### config.mk
export PLATFORM = sky130hd
export DESIGN_NAME = pe_mac_array
export DESIGN_NICKNAME = d
export VERILOG_FILES = /design/src/rtl/nmcu_pkg.sv /design/src/rtl/pe_mac_lane.sv /design/src/rtl/pe_mac_array.sv
export SDC_FILE = /design/constraint.sdc
export NUM_CORES = 2
export LEC_CHECK = 0
export CORE_MARGIN = 4
export CORE_UTILIZATION = 45
export CTS_CLUSTER_DIAMETER = 100
export DETAILED_ROUTE_END_ITERATION = 12
export PLACE_DENSITY_LB_ADDON = 0.2
export SLEW_MARGIN = 20
export SYNTH_ARGS = -nofsm -noshare
export SYNTH_HDL_FRONTEND = slang
export SYNTH_SLANG_ARGS = --single-unit
### constraint.sdc
create_clock -name clk -period 5 [get_ports clk]
set_clock_uncertainty 0.15 [all_clocks]
set_input_delay 1.25 -clock clk [delete_from_list [all_inputs] [get_ports clk]]
set_output_delay 1.25 -clock clk [all_outputs]
set_load 0.02 [all_outputs]
### src/rtl/nmcu_pkg.sv
// Shared widths and the MAC-array control state encoding.
package nmcu_pkg;

  localparam int DATA_WIDTH = 8;
  localparam int ACC_WIDTH  = 32;

  typedef enum logic [1:0] {
    IDLE  = 2'd0,
    ACCUM = 2'd1,
    FLUSH = 2'd2,
    DRAIN = 2'd3
  } pe_mac_state_e;

endpackage

### src/rtl/pe_mac_lane.sv
// One MAC lane: registered full-precision product (stage 1), wrapping
// accumulator (stage 2), and a saturated result snapshot that is captured only
// when a group closes, so the outputs hold between results.
module pe_mac_lane
  import nmcu_pkg::*;
#(
  parameter int DATA_WIDTH = nmcu_pkg::DATA_WIDTH,
  parameter int ACC_WIDTH  = nmcu_pkg::ACC_WIDTH
) (
  input  logic                  clk,
  input  logic                  rst_n,
  input  logic                  load_en,  // stage 1: capture a*b
  input  logic                  acc_en,   // stage 2: fold product into acc
  input  logic                  acc_clr,  // stage 2: start a new group
  input  logic                  out_en,   // stage 2 of the closing beat
  input  logic [DATA_WIDTH-1:0] a,
  input  logic [DATA_WIDTH-1:0] b,
  output logic [ACC_WIDTH-1:0]  acc,
  output logic [DATA_WIDTH-1:0] result,
  output logic                  sat
);

  localparam int PW = 2 * DATA_WIDTH;
  localparam logic signed [ACC_WIDTH-1:0] MAX_V = ACC_WIDTH'((2 ** (DATA_WIDTH - 1)) - 1);
  localparam logic signed [ACC_WIDTH-1:0] MIN_V = ACC_WIDTH'(-(2 ** (DATA_WIDTH - 1)));

  logic signed [PW-1:0]        a_ext;
  logic signed [PW-1:0]        b_ext;
  logic signed [PW-1:0]        prod_q;
  logic signed [ACC_WIDTH-1:0] prod_ext;
  logic signed [ACC_WIDTH-1:0] acc_q;
  logic signed [ACC_WIDTH-1:0] acc_base;
  logic signed [ACC_WIDTH-1:0] acc_next;
  logic [DATA_WIDTH-1:0]       res_d;
  logic                        sat_d;

  // Operands widened first so the product is exact at 2*DATA_WIDTH bits.
  assign a_ext    = PW'($signed(a));
  assign b_ext    = PW'($signed(b));
  assign prod_ext = ACC_WIDTH'(prod_q);
  assign acc_base = acc_clr ? '0 : acc_q;
  assign acc_next = acc_base + prod_ext;  // wraps modulo 2^ACC_WIDTH

  // Clamp the post-add accumulator into the signed DATA_WIDTH range.
  always_comb begin
    res_d = acc_next[DATA_WIDTH-1:0];
    sat_d = 1'b0;
    if (acc_next > MAX_V) begin
      res_d = MAX_V[DATA_WIDTH-1:0];
      sat_d = 1'b1;
    end else if (acc_next < MIN_V) begin
      res_d = MIN_V[DATA_WIDTH-1:0];
      sat_d = 1'b1;
    end
  end

  // Product, accumulator and output snapshot registers.
  always_ff @(posedge clk or negedge rst_n) begin
    if (!rst_n) begin
      prod_q <= '0;
      acc_q  <= '0;
      acc    <= '0;
      result <= '0;
      sat    <= 1'b0;
    end else begin
      if (load_en) prod_q <= a_ext * b_ext;
      if (acc_en)  acc_q  <= acc_next;
      if (out_en) begin
        acc    <= acc_next;
        result <= res_d;
        sat    <= sat_d;
      end
    end
  end

endmodule

### src/rtl/pe_mac_array.sv
// NUM_LANES parallel signed MAC lanes with grouped accumulation.
//
// Handshake: a beat transfers on a rising edge where in_valid_i && in_ready_o;
// a result transfers on a rising edge where out_valid_o && out_ready_i. While
// out_valid_o is high the result is held stable and no beat is taken.
module pe_mac_array
  import nmcu_pkg::*;
#(
  parameter int DATA_WIDTH = nmcu_pkg::DATA_WIDTH,
  parameter int ACC_WIDTH  = nmcu_pkg::ACC_WIDTH,
  parameter int NUM_LANES  = 4
) (
  input  logic                            clk,
  input  logic                            rst_n,
  input  logic                            in_valid_i,
  output logic                            in_ready_o,
  input  logic [NUM_LANES*DATA_WIDTH-1:0] a_i,
  input  logic [NUM_LANES*DATA_WIDTH-1:0] b_i,
  input  logic                            first_i,
  input  logic                            last_i,
  output logic                            out_valid_o,
  input  logic                            out_ready_i,
  output logic [NUM_LANES*DATA_WIDTH-1:0] result_o,
  output logic [NUM_LANES*ACC_WIDTH-1:0]  acc_o,
  output logic [NUM_LANES-1:0]            sat_o,
  output logic                            busy_o,
  output pe_mac_state_e                   state_o
);

  pe_mac_state_e state_q;
  logic          accept;
  logic          s2_valid_q;
  logic          s2_first_q;
  logic          s2_last_q;

  // in_ready_o is gated by rst_n so it reads 0 throughout reset.
  assign in_ready_o  = rst_n && ((state_q == IDLE) || (state_q == ACCUM));
  assign accept      = in_valid_i && in_ready_o;
  assign out_valid_o = (state_q == DRAIN);
  assign busy_o      = (state_q != IDLE);
  assign state_o     = state_q;

  // Control FSM plus the stage-2 control pipeline that follows each beat.
  always_ff @(posedge clk or negedge rst_n) begin
    if (!rst_n) begin
      state_q    <= IDLE;
      s2_valid_q <= 1'b0;
      s2_first_q <= 1'b0;
      s2_last_q  <= 1'b0;
    end else begin
      s2_valid_q <= accept;
      // A beat arriving in IDLE always opens a fresh group.
      s2_first_q <= accept && (first_i || (state_q == IDLE));
      s2_last_q  <= accept && last_i;
      case (state_q)
        IDLE, ACCUM: if (accept) state_q <= last_i ? FLUSH : ACCUM;
        FLUSH:       state_q <= DRAIN;
        DRAIN:       if (out_ready_i) state_q <= IDLE;
        default:     state_q <= IDLE;
      endcase
    end
  end

  for (genvar n = 0; n < NUM_LANES; n++) begin : g_lane
    pe_mac_lane #(
      .DATA_WIDTH(DATA_WIDTH),
      .ACC_WIDTH (ACC_WIDTH)
    ) u_lane (
      .clk    (clk),
      .rst_n  (rst_n),
      .load_en(accept),
      .acc_en (s2_valid_q),
      .acc_clr(s2_first_q),
      .out_en (s2_valid_q && s2_last_q),
      .a      (a_i[n*DATA_WIDTH +: DATA_WIDTH]),
      .b      (b_i[n*DATA_WIDTH +: DATA_WIDTH]),
      .acc    (acc_o[n*ACC_WIDTH +: ACC_WIDTH]),
      .result (result_o[n*DATA_WIDTH +: DATA_WIDTH]),
      .sat    (sat_o[n])
    );
  end

endmodule

==> run_results.csv <==
group,metric,value,unit
critical_path,reg2reg_slack,0.19,ns
critical_path,r2r-start,"s2_first_q",
yosys,synth_common_cells,"nand2_1 (543), inv_1 (407), dfrtp_1 (361)",
yosys,ys_warn_count,0,
clocking,cts_tree,"built",
yosys,ys.flop_type,"dfrtp_1",
die,coreArea,70510,sq um
pwr,switching_share,47.89,%
yosys,synth.avg_cell_area,8.729,sq um
critical_path,cp.buffers_inverters,4,
critical_path,crit_top_cell,"fa_1",
critical_path,cpPeakStageDelay,0.55,ns
sta,finalSetupViolations,0,
cells_and_area,postLayoutCellArea,39450,sq um
sta,fmax,0.2040,GHz
yosys,yosysMostFrequentCell,"nand2_1",
sta,fin_tns_setup,0,ns
critical_path,path_max_fanout,6,
cells_and_area,multi_input_area,21810,sq um
critical_path,path_cells,"buf_4 > buf_4 > and2_1 > fa_1 > fa_1 > fa_1 > inv_1 > fa_1 > inv_1 > ha_1 > o21ai_2 > a21boi_2 > o21ai_1 > nand2b_1 > a21o_1 > a21oi_2 > xor2_1 > o21ai_1",
sta,rsz0062_at_grt,"yes",
global_routing,grt_max_degree,138,
drt,wirelength,86.19,mm
yosys,yosysSeqAreaShare,28.06,%
pwr,total_power,30.06,mW
pwr,p_leak,19.01,nW
critical_path,crit_path_end_kind,"flop",
placement,gp_congestion,0.9102,
placement,hpwl,68.04,mm
drt,drc,0,
cells_and_area,area_growth,22.50,%
critical_path,crit_required,5.27,ns
critical_path,crit_arrival,5.17,ns
cells_and_area,drive_gt1_share,16.78,%
global_routing,antenna_found_initial,3,
clocking,clk_pin_slew,0.06,ns
sta,maxSlewHeadroom,38.76,%
clocking,holdBufCountCts,0,
cells_and_area,regArea,9041,sq um
yosys,yosysTopAreaCell,"dfrtp_1",
global_routing,grt_pass1_wl,139.6,mm
die,die-width,275.5,microns
yosys,yosys-top-cells-area,"dfrtp_1 (28%), fa_1 (14%), ha_1 (9.3%), nand2_1 (6.3%), inv_1 (4.7%)",
placement,place_area,37760,sq um
cells_and_area,nets,4665,
drt,first_pass_iters,5,
clocking,cts_sinks,361,
clocking,h-tree-depth,2,
pwr,p_sw,14.39,mW
pwr,max-vdd-ir-drop,0.3867,mV
sta,final.period_utilization,98.06,%
sta,hold_viol,0,
pwr,p_comb_share,72.0,%
clocking,cts-root-buf,"clkbuf_16",
run_status,status,"finished, final reports clean",
job,max_cap_violations,0,
critical_path,worstSetupStartpoint,"a_i[12]",
global_routing,track_usage,22.58,%
drt,via_per_inst,5.276,
drt,postRouteAntennaNets,0,
pwr,seq_power_share,17.2,%
critical_path,start_kind,"input pin",
critical_path,worstReg2RegEnd,"g_lane[1].u_lane.result[2]",
die,io_pins,239,
global_routing,gr-total-overflow,0,
clocking,cts_buffers,39,
die,die_area,75900,sq um
sta,fin_crit,4.903,ns
die,rows,97,
die,start_util,45.66,%
drt,wl_per_cell,16.90,microns
critical_path,cp_slowest_cell,"fa_1",
critical_path,endpoint,"g_lane[1].u_lane.prod_q[14]",
cells_and_area,antenna_cells,0,
sta,max_slew.worst_pin.slew,0.9185,ns
yosys,synth_top_area_share,28.06,%
clocking,clock_path_buffers,3,
critical_path,cp_num_cells,18,
sta,hold_ws,0.3194,ns
critical_path,r2r_cells,16,
sta,setup_slack,0.09701,ns
yosys,synthCells,3689,
critical_path,crit_type,"input pin to flop",
placement,dp_slack,-1.001,ns
yosys,synth_edf_count,0,
worst_hold_path,hp-start,"g_lane[1].u_lane.acc_q[24]",
drt,vias,26910,
global_routing,grt_pass1_vias,26368,
yosys,async_flop_share,100.0,%
worst_hold_path,hold_class,"flop to flop",
placement,port_buffers,238,
clocking,clk_latency,0.57,ns
pwr,intPower,15.66,mW
drt,initialDrtViolationCount,1771,
die,die_y,275.5,microns
yosys,synth_cell_types,83,
pwr,p_per_area,762.0,nW/um^2
critical_path,crit_family,"adder cells",
yosys,ys_ff_latch,361,
cells_and_area,fill_cells,6510,
yosys,syn_nets,4223,
sta,finalMaxSlewViolations,0,
yosys,synthesis.area,32200,sq um
pwr,p_clk_share,10.8,%
[final cells by class]
class                           instances  area share [%]
Inverter                              407           3.886
Timing Repair Buffer                  539           11.30
Clock inverter                         14          0.6439
Sequential cell                       361           22.92
Multi-Input combinational cell       2783           55.30
Tap cell                              940           2.982
Clock buffer                           56           2.972
[cells in the final DEF (no fill, tap or decap), types with 157 or more instances in the layout]
| master | n |
|---|---|
| o21ai_0 | 206 |
| dfrtp_1 | 359 |
| inv_1 | 375 |
| nor2_1 | 157 |
| buf_4 | 301 |
| fa_1 | 212 |
| clkdlybuf4s50_1 | 173 |
| nand2_1 | 537 |
| and2_1 | 171 |
| ha_1 | 210 |
[worst min path at each step]
stage | end | depth (start not counted)
after floorplan | g_lane[0].u_lane.acc_q[15] | 2
final | g_lane[1].u_lane.acc_q[24] | 2
after detailed placement | g_lane[3].u_lane.acc[3] | 2
after global placement | g_lane[0].u_lane.acc_q[15] | 2
after global routing | g_lane[3].u_lane.acc[27] | 1
after CTS | g_lane[3].u_lane.acc_q[27] | 1
[metrics by stage]
stage / util, % / cells
final: 55.94 / 5100
after global routing: 55.94 / 5100
after CTS: 55.73 / 5090
after detailed placement: 53.55 / 5011
after global placement: 53.55 / 5011
after floorplan: - / 3689
[metal layers]
layer  up-vias  track usage [%]  wire length [microns]
met2       533            34.66                  37860
met1     13019            34.04                  42220
met3        90            3.451                   4576
met4         0            4.433                   1535
met5         -                0                      0
li1      13268                -                      -
[worst reg2reg max path, cell delays in order, from the launching register on]
cell      delay [ns]
dfrtp_4         0.55
buf_4           0.17
nor2b_1         0.04
ha_1            0.21
fa_1            0.44
a211oi_1        0.33
o21ai_0         0.35
and3_1          0.32
o21ai_0         0.33
a21oi_1         0.14
or2_2           0.34
nor4_1          0.39
nand4_1         0.24
o21bai_1        0.19
buf_4           0.16
nand2_1         0.15
o21ai_0         0.25
[cell families (layout without fill, tap and decap cells)]
family	after synthesis	in the layout	synth area share [%]
DFF	361	361	28.06
muxes	95	95	3.252
adders and majority gates	464	464	23.25
xor gates and xnor gates	158	158	4.298
AOI/OAI and AO/OA	734	734	14.31
and+or+nand+nor	1332	1332	20.32
buffers and inverters	545	1016	6.509
[power groups by stage]
stage	combinational, mW	sequential [mW]	clock, mW
floorplan	13.3	5.55	0
global placement	20.9	5.19	0
detailed placement	21.1	5.23	0
CTS	21.3	5.19	3.31
global route	24.0	5.35	3.43
finish	21.6	5.18	3.24
[state kept, by name (all words and copies together) (netlist names)]
register	count
g_lane.u_lane.result	32
state_o	2
s2_last_q	1
s2_valid_q	1
g_lane.u_lane.prod_q	64
g_lane.u_lane.acc_q	128
s2_first_q	1
g_lane.u_lane.acc	128
g_lane.u_lane.sat	4
[what timing repair did]
action / 4_1_cts / 5_1_grt
resized for setup: 125 / 250
pin swaps: 43 / 109
setup buffers: 9 / 10
endpoints found under the setup margin: 20 / 46
(Power assumes the default switching activity.)
